### src/rtl/rr_arb_pkg.sv
// Shared helpers and types for the round-robin arbiter family.
// Bit-vector helpers work on a fixed wide vector so any arbiter up to
// ARB_MAX_N requesters can use them. Callers zero-extend on the way in and
// size-cast on the way out.
package rr_arb_pkg;

  localparam int ARB_MAX_N = 64;
  localparam int ARB_IDX_W = 6;

  typedef logic [ARB_MAX_N-1:0] arb_vec_t;

  typedef enum logic {
    IDLE  = 1'b0,
    GRANT = 1'b1
  } arb_state_e;

  // Lowest set bit, returned as one-hot. An all-zero input gives zero.
  function automatic arb_vec_t first_one(input arb_vec_t v);
    return v & (~v + arb_vec_t'(1));
  endfunction

  // Bits strictly above the one-hot position. A zero input gives zero.
  function automatic arb_vec_t mask_above(input arb_vec_t onehot);
    return ~(onehot | (onehot - arb_vec_t'(1)));
  endfunction

  // One-hot to binary index. The OR-reduction form keeps it a flat encoder.
  function automatic logic [ARB_IDX_W-1:0] onehot2idx(input arb_vec_t onehot);
    logic [ARB_IDX_W-1:0] idx;
    idx = '0;
    for (int i = 0; i < ARB_MAX_N; i++)
      if (onehot[i]) idx = idx | ARB_IDX_W'(i);
    return idx;
  endfunction

endpackage

### src/rtl/fixed_priority_arbiter.sv
// LSB-first fixed priority arbiter. The output is one-hot, or zero when
// nothing requests.
module fixed_priority_arbiter
  import rr_arb_pkg::*;
#(
  parameter int N = 8
) (
  input  logic [N-1:0] req,
  output logic [N-1:0] gnt
);

  // Lowest requesting bit wins.
  assign gnt = N'(first_one(arb_vec_t'(req)));

endmodule

### src/rtl/rr_pick.sv
// Masked round-robin pick. It prefers requesters above the last winner and
// wraps to the lowest requester when none are above. It also returns the
// mask to use after this winner.
module rr_pick
  import rr_arb_pkg::*;
#(
  parameter int N = 8
) (
  input  logic [N-1:0] req,
  input  logic [N-1:0] mask,
  output logic [N-1:0] onehot,
  output logic [N-1:0] next_mask,
  output logic         any
);

  logic [N-1:0] masked_req;
  logic [N-1:0] gnt_masked;
  logic [N-1:0] gnt_wrap;

  assign masked_req = req & mask;

  fixed_priority_arbiter #(.N(N)) u_masked (
    .req (masked_req),
    .gnt (gnt_masked)
  );

  fixed_priority_arbiter #(.N(N)) u_wrap (
    .req (req),
    .gnt (gnt_wrap)
  );

  // Masked winner if any, else wrap to the lowest raw requester.
  assign onehot    = (|masked_req) ? gnt_masked : gnt_wrap;
  assign any       = |req;
  assign next_mask = N'(mask_above(arb_vec_t'(onehot)));

endmodule

### src/rtl/wrr_arbiter.sv
// N-way weighted round-robin arbiter with a registered one-hot grant and a
// valid/ready handshake. A winner holds the grant for up to weight+1
// accepted beats, then the pointer moves past it. N must be 2..64.
module wrr_arbiter
  import rr_arb_pkg::*;
#(
  parameter  int N  = 8,
  parameter  int WW = 4,
  localparam int IW = $clog2(N)
) (
  input  logic            clk,
  input  logic            rst_n,
  input  logic [N-1:0]    req,
  input  logic [N*WW-1:0] weight,
  input  logic            wrr_en,
  output logic [N-1:0]    gnt,
  output logic [IW-1:0]   gnt_idx,
  output logic            gnt_valid,
  input  logic            gnt_ready
);

  arb_state_e            state;
  logic [N-1:0]          mask_q;
  logic [WW-1:0]         credit_q;

  logic [N-1:0][WW-1:0]  weight_arr;
  logic [N-1:0]          pick_oh;
  logic [N-1:0]          pick_mask;
  logic                  pick_any;
  logic [IW-1:0]         pick_idx;
  logic [WW-1:0]         pick_credit;
  logic                  keep;

  assign weight_arr = weight;

  rr_pick #(.N(N)) u_pick (
    .req       (req),
    .mask      (mask_q),
    .onehot    (pick_oh),
    .next_mask (pick_mask),
    .any       (pick_any)
  );

  assign pick_idx = IW'(onehot2idx(arb_vec_t'(pick_oh)));

  // Plain RR loads zero credit, so every accepted beat re-picks.
  assign pick_credit = wrr_en ? weight_arr[pick_idx] : '0;

  // Finish an in-flight credit even if wrr_en has since been cleared. A
  // credit is cut short only when its requester drops req.
  assign keep = (credit_q != '0) && req[gnt_idx];

  // Grant FSM: load a winner, hold until accept, then continue or re-pick.
  always_ff @(posedge clk or negedge rst_n) begin
    if (!rst_n) begin
      state     <= IDLE;
      mask_q    <= '1;
      credit_q  <= '0;
      gnt       <= '0;
      gnt_idx   <= '0;
      gnt_valid <= 1'b0;
    end else begin
      case (state)
        IDLE: begin
          if (pick_any) begin
            state     <= GRANT;
            gnt       <= pick_oh;
            gnt_idx   <= pick_idx;
            gnt_valid <= 1'b1;
            mask_q    <= pick_mask;
            credit_q  <= pick_credit;
          end
        end
        GRANT: begin
          if (gnt_ready) begin
            if (keep) begin
              credit_q <= credit_q - WW'(1);
            end else if (pick_any) begin
              gnt       <= pick_oh;
              gnt_idx   <= pick_idx;
              mask_q    <= pick_mask;
              credit_q  <= pick_credit;
            end else begin
              state     <= IDLE;
              gnt       <= '0;
              gnt_idx   <= '0;
              gnt_valid <= 1'b0;
            end
          end
        end
        default: state <= IDLE;
      endcase
    end
  end

endmodule

### config.mk
export PLATFORM = sky130hd
export DESIGN_NAME = wrr_arbiter
export DESIGN_NICKNAME = d
export VERILOG_FILES = /design/src/rtl/rr_arb_pkg.sv /design/src/rtl/fixed_priority_arbiter.sv /design/src/rtl/rr_pick.sv /design/src/rtl/wrr_arbiter.sv
export SDC_FILE = /design/constraint.sdc
export NUM_CORES = 1
export LEC_CHECK = 0
export CAP_MARGIN = 20
export CORE_MARGIN = 3
export CORE_UTILIZATION = 52
export CTS_BUF_LIST = sky130_fd_sc_hd__clkbuf_4 sky130_fd_sc_hd__clkbuf_8
export CTS_CLUSTER_DIAMETER = 40
export CTS_CLUSTER_SIZE = 14
export DETAILED_ROUTE_END_ITERATION = 7
export GPL_TIMING_DRIVEN = 1
export PLACE_DENSITY = 0.93
export SETUP_SLACK_MARGIN = 0.1
export SLEW_MARGIN = 20
export SYNTH_ARGS = -nofsm -noshare
export SYNTH_HDL_FRONTEND = slang
export SYNTH_SLANG_ARGS = --single-unit
### constraint.sdc
create_clock -name clk -period 3.2 [get_ports clk]
set_input_delay 0.64 -clock clk [delete_from_list [all_inputs] [get_ports clk]]
set_output_delay 0.64 -clock clk [all_outputs]
set_load 0.02 [all_outputs]
; ---- Word-level counts from Yosys, hierarchy flattened
; Cells that the tools add are included.
[word_totals]
register_bits = 25
in_bits = 44
output_inout_bits = 12
elab_cells = 71
[classes]
add_sub_neg = 4
magnitude_cmp = 2
n_eq_ne = 4
muxes = 40
bitwise_logic = 8
reduce_logical = 7
[ops]
columns = op, n
row1 = two-way mux 8 bit, 8
row2 = one-hot mux 8 bit (2 select lines), 2
row3 = bitwise AND 8 bit, 3
row4 = two-way mux 3 bit, 8
row5 = NOT 8 bit, 3
row6 = two-way mux 4 bit, 5
row7 = adder 8 x 1 -> 8 bit (second input constant), 2
row8 = OR reduction 8 bit, 2
row9 = binary-select mux 4 bit (select 3 bit), 1
row10 = two-way mux 1 bit, 9
row11 = < comparator 3 x 4 -> 1 bit (second input constant), 2
row12 = != test 2 bit (second input constant), 4
row13 = bitwise OR 8 bit, 1
row14 = one-hot mux 4 bit (2 select lines), 1
row15 = subtractor 8 x 1 -> 8 bit (second input constant), 1
row16 = one-hot mux 3 bit (2 select lines), 1
row17 = two-way mux 2 bit, 2
row18 = one-hot mux 1 bit (2 select lines), 2
row19 = AND reduction 4 bit, 1
row20 = nonzero test 4 bit, 1
row21 = subtractor 4 x 1 -> 4 bit (second input constant), 1
row22 = binary-select mux 1 bit (select 3 bit), 1
row23 = AND reduction 3 bit, 1
row24 = AND reduction 2 bit, 1
row25 = other kinds (2), 2

; ---- Logic depth before layout (Yosys ltp)
[depth]
depth_word = 19
mapped_depth = 9

; ---- By module
; A second synthesis with hierarchy kept.
[hier_totals]
cells_unflattened = 237
hier_area_um2 = 2363.5
[modules_own_cells]
columns = mod, instances, cells_each, area_each_um2
row1 = wrr_arbiter, 1, 161, 1749.2
row2 = rr_pick, 1, 56, 446.7
row3 = fixed_priority_arbiter, 2, 10, 83.8

; ---- Worst setup path after synthesis
; OpenSTA, ideal clock, no wires.
[synth_path]
path_kind = input port to flip-flop
start = in req[6]
end = reg credit_q[1]
setup_time_ns = 0.124
arrival_ns = 2.303
required_ns = 3.076
slack_ns = 0.773
cell_stages = 9
n_path_buf = 2
path_cell_list = a221oi_4 -> a21oi_2 -> nor3_4 -> or3_1 -> buf_6 -> buf_12 -> mux2i_1 -> mux2i_1 -> a211o_1
[synth_between]
elab_chain_len = 17
elab_cells_between_ends = 27
cone_classes = add/sub (2) / mux (17) / bitwise (5) / reduce/logical (3)
[synth_rtl]
columns = element, line
row1 = from (decl), wrr_arbiter.sv:13  ; input logic [N-1:0] req,
row2 = bitwise AND 8 bit, rr_pick.sv:20  ; assign masked_req = req & mask;
row3 = OR reduction 8 bit, rr_pick.sv:33  ; assign onehot = (|masked_req) ? gnt_masked : gnt_wrap;
row4 = two-way mux 8 bit, rr_pick.sv:33
row5 = two-way mux 1 bit, rr_arb_pkg.sv:32  ; if (onehot[i]) idx = idx | ARB_IDX_W'(i);
row6 = two-way mux 2 bit (2 in a row), rr_arb_pkg.sv:32
row7 = two-way mux 3 bit (4 in a row), rr_arb_pkg.sv:32
row8 = binary-select mux 4 bit (select 3 bit), wrr_arbiter.sv:47  ; assign pick_credit = wrr_en ? weight_arr[pick_idx] : '0;
row9 = two-way mux 4 bit (implied by the code), wrr_arbiter.sv:47
row10 = two-way mux 4 bit, wrr_arbiter.sv:47
row11 = two-way mux 4 bit, "wrr_arbiter.sv:65, wrr_arbiter.sv:78"
row12 = two-way mux 4 bit, wrr_arbiter.sv:76  ; if (keep) begin
row13 = two-way mux 4 bit, wrr_arbiter.sv:75  ; if (gnt_ready) begin
row14 = one-hot mux 4 bit (2 select lines) *, wrr_arbiter.sv:63  ; case (state)
row15 = to (signal assigned), wrr_arbiter.sv:71  ; credit_q <= pick_credit;
row16 = to (signal assigned), wrr_arbiter.sv:77  ; credit_q <= credit_q - WW'(1);
row17 = to (signal assigned), wrr_arbiter.sv:82  ; credit_q <= pick_credit;
row18 = to (decl), wrr_arbiter.sv:24  ; logic [WW-1:0] credit_q;
; Every way passes the cells marked *; elsewhere a longest branch is shown, timed or not. The select of a mux whose other input is x is not followed.
; A chain may end at the register's enable or synchronous reset.

; ---- Final worst setup path
[layout_path]
start = in req[1]
end = reg credit_q[1]
[layout_between]
elab_chain_len = 19
elab_cells_between_ends = 27
cone_classes = add/sub (2) / mux (17) / bitwise (5) / reduce/logical (3)
[layout_rtl]
columns = element, line
row1 = bitwise AND 8 bit, rr_pick.sv:20
row2 = NOT 8 bit, rr_arb_pkg.sv:19  ; return v & (~v + arb_vec_t'(1));
row3 = adder 8 x 1 -> 8 bit, rr_arb_pkg.sv:19
row4 = bitwise AND 8 bit, rr_arb_pkg.sv:19
row5 = two-way mux 8 bit, rr_pick.sv:33
row6 = two-way mux 1 bit, rr_arb_pkg.sv:32
row7 = two-way mux 2 bit (2 in a row), rr_arb_pkg.sv:32
row8 = two-way mux 3 bit (4 in a row), rr_arb_pkg.sv:32
row9 = binary-select mux 4 bit (select 3 bit), wrr_arbiter.sv:47
row10 = two-way mux 4 bit (implied by the code), wrr_arbiter.sv:47
row11 = two-way mux 4 bit, wrr_arbiter.sv:47
row12 = two-way mux 4 bit, "wrr_arbiter.sv:65, wrr_arbiter.sv:78"
row13 = two-way mux 4 bit, wrr_arbiter.sv:76
row14 = two-way mux 4 bit, wrr_arbiter.sv:75
row15 = one-hot mux 4 bit (2 select lines) *, wrr_arbiter.sv:63
; Marks and branches as above.

==> impl_summary.md <==
Floorplanning
The core region is 3200 sq um. The number of I/O pins is 56. In this run the core area contains 20 standard-cell rows. The horizontal die dimension is 65.2 microns. Once the floorplan was initialized, standard cells occupied 57.0% of the core. The die covers 4250 sq um. The die is 65.2 microns tall.

Power
The worst supply voltage drop on vdd is 0.604 mV. The static leakage is 1.10 nW. The power per unit of standard cell area is 816 nW/um^2.

Global routing
The initial antenna violation count is 0. The via count of the first global-routing pass is 1715. The first-pass GRT wire length is 8520 microns. The overall fraction of global-route tracks in use is 25.9%. The residual overflow from global routing is 0. The pin count of the biggest net entering global routing is 21.

Clocking
In this run the number of H-tree levels came out at 1. The clock passes through at most 2 buffers. The clock tree from TritonCTS is built. The count of instances resized after the clock tree is built is 0.

Buffers inserted to repair hold after CTS numbered 0. The clock transition at the registers of the reported paths is 140 ps. The clock drives 25 sinks.

The number of setup buffers added after CTS is 0. In this run, CTS created clock tree buffers numbering 3. The source-to-sink clock delay at the later pin of the worst-skew pair is 340 ps. The clock root buffer is clkbuf_4.

Placed design
The count of input and output buffers is 55. The final estimated routing congestion in global placement is 0.987. The worst setup timing slack at the placement stage is 22.1 ps. The placed wire-length estimate is 4100 microns.

STA
The post-route clock period utilization is 88.6%. For the final database, setup skew stands at 10.3 ps. The number of hold violations in the final report is 0. The total setup violations reported at the end of the flow is 0. Across all setup checks in the final design, the least slack found is 365 ps. Summed over all failing endpoints, the final setup total negative slack is 0 ps. The shortest clock period the worst path allows after layout is 2830 ps. Setup repair after global routing left no endpoint under its margin.

Static timing analysis puts the maximum clock frequency at 353 MHz. The final number of max-transition violations is 0. The slew at the pin with the worst max-slew slack is 928 ps. The worst slew slack as a fraction of its limit is 37.9%.

Detailed routing
The total iterations of the first detailed-routing run is 4. For this run, design rule violations remaining after detail routing come to 0. For this block, the initial DRC count from the detailed router was 157.

Summing over every cut layer, the via total after detailed routing is 1751. The detailed-route vias per instance is 5.96. The count of nets left with antenna violations after detail routing is 0. The average wire length per cell after detail routing is 17.3 microns. Wires add up to 5100 microns.

Status
The flow ran to the end, and the final reports show no timing, DRC or antenna violations.

Layout
Compared with the post-synthesis result, the final layout area differs by 41.9%. At the end of the flow, the number of nets in the layout was 297. The fraction of layout cells with a size suffix above 1 is 22.8%. 0 antenna diodes ended up in the layout.

Critical path
The signal arrival time at the worst endpoint is 3060 ps. The kind of capture point of the worst setup path is a register. The top fanout value on the critical path is 6.

At the worst endpoint, the required time is 3430 ps. The worst setup path is launched from an input port. The category of the most critical setup path is input port to register.

Synth
The synthesized net count is 221. After synthesis the cells add up to 1820 sq um. In this run, synthesis produced a sequential element count of 25. The count of flip-flops with a built-in enable after synthesis is 0. For this run, the leading register cell type out of synthesis is dfrtp_1. The total of warnings raised by yosys is 0. The number of distinct library cells after synthesis is 55. After synthesis, the mean cell area works out to 10.4 sq um. The proportion of synthesized chip area in sequential cells is 34.8%.

The async set-reset flop share out of synthesis is 100%. The gate count after technology mapping is 175.

Hold path
The path class of the tightest hold or removal check is register to register.

Job
Max-cap violations in this run came to 0.
==> worst paths after layout <==
kind / to / depth (start not counted) / startpoint / slack, ps
setup / recovery: credit_q[1] / 9 / req[1] / 370
hold / removal: gnt_valid / 1 / state / 510
setup reg to reg: credit_q[1] / 8 / mask_q[6] / 740
hold reg to reg: gnt_valid / 1 / state / 510
max in group asynchronous: mask_q[2] / 2 / rst_n / 1660
min in group asynchronous: gnt[5] / 1 / rst_n / 800
==> critical path: stages <==
cell	delay, ps
clkdlybuf4s50_1	630
nor4_4	110
a31oi_1	250
nor3_2	80
buf_4	160
nor4_4	510
mux2i_1	270
a211oi_1	120
a211o_1	290
==> per-layer routing <==
metal / routed length, microns / up-vias / track usage, %
met2: 2500 / 87 / 44.1
met5: 0 / - / 0
li1: - / 822 / -
met1: 2130 / 834 / 33.8
met4: 63 / 0 / 5.18
met3: 401 / 8 / 5.47
==> where the power goes <==
group	total, W	internal, W	switching (W)
Sequential	0.000602	0.000471	0.000132
Clock	0.000157	0.0000575	0.0000991
Combinational	0.00135	0.000687	0.000667
==> per-stage QoR <==
| step | cell area [sq um] | total power (W) | hold slack, ps | util (%) | std cells |
|---|---|---|---|---|---|
| 2_1_floorplan | 1820 | 0.00147 | 344 | - | 175 |
| 3_3_place_gp | 2560 | 0.00190 | 473 | 79.9 | 290 |
| 3_5_place_dp | 2560 | 0.00194 | 479 | 79.9 | 290 |
| 4_1_cts | 2590 | 0.00210 | 512 | 80.8 | 294 |
| 5_1_grt | 2590 | 0.00225 | 544 | 80.8 | 294 |
| 6_report | 2590 | 0.00211 | 506 | 80.8 | 294 |
==> state kept, by name (all words and copies together), names as in the netlist <==
| register | cells |
|---|---|
| mask_q | 8 |
| gnt | 8 |
| gnt_idx | 3 |
| gnt_valid | 1 |
| credit_q | 4 |
| state | 1 |
==> layout make-up <==
type,instances,area [sq um]
Clock buffer,4,30.0
Sequential cell,25,636
Timing Repair Buffer,77,741
Fill cell,207,614
Multi-Input combinational cell,135,1090
Tap cell,44,55.1
Inverter,9,33.8
==> cells in the final DEF, fill, tap and decap left out, types with 3 or more instances in the layout <==
cell type         n
nor3_1            3
mux2i_1          13
clkdlybuf4s50_1  55
inv_1             9
clkbuf_4          4
o21ai_0           6
or3_1             3
a22o_1            8
dfrtp_1          17
buf_4            20
o21a_1            3
dfstp_2           8
a22oi_2           3
a31oi_1           4
nor2_1           13
a211oi_1          4
nand2_1          19
nor4_4            3
nand3_1           3
==> synth_stat cells (2+ instances only) <==
| cell | instances | share of area (%) |
|---|---|---|
| o22ai_1 | 2 | 0.69 |
| o21a_1 | 3 | 1.2 |
| dfstp_2 | 8 | 12 |
| a211oi_1 | 4 | 1.6 |
| o31ai_1 | 2 | 0.82 |
| a22o_1 | 8 | 3.8 |
| mux2_1 | 2 | 1.2 |
| nand2_1 | 19 | 3.9 |
| a41oi_1 | 2 | 0.96 |
| nor2_1 | 13 | 2.7 |
| a211oi_2 | 2 | 1.4 |
| o31a_1 | 2 | 0.96 |
| nor4_4 | 3 | 3.5 |
| nand2b_1 | 2 | 0.69 |
| a22oi_1 | 2 | 0.82 |
| clkbuf_1 | 2 | 0.41 |
| mux2i_1 | 13 | 7.1 |
| a22oi_2 | 3 | 2.1 |
| mux2_2 | 2 | 1.2 |
| o211ai_1 | 2 | 0.82 |
| a21oi_1 | 2 | 0.55 |
| nand3_1 | 3 | 0.82 |
| o22a_1 | 2 | 0.96 |
| inv_1 | 9 | 1.9 |
| or3_1 | 3 | 1.0 |
| o21ai_0 | 6 | 1.6 |
| nor3_1 | 3 | 0.82 |
| a31oi_1 | 4 | 1.4 |
| buf_6 | 3 | 1.9 |
| a211o_1 | 2 | 0.96 |
| dfrtp_1 | 17 | 23 |
| ha_1 | 2 | 1.4 |
==> cell families after synthesis <==
kind of cell | after synthesis | share of synthesized area (%)
adder cells (fa/ha/maj) | 2 | 1.37
multiplexers | 20 | 13.1
AO/OA/AOI/OAI | 56 | 26.8
flip-flops | 25 | 34.8
buffers and inverters | 15 | 5.21
AND/OR/NAND/NOR | 57 | 18.7
No activity file was read; power rests on OpenSTA's default activity.
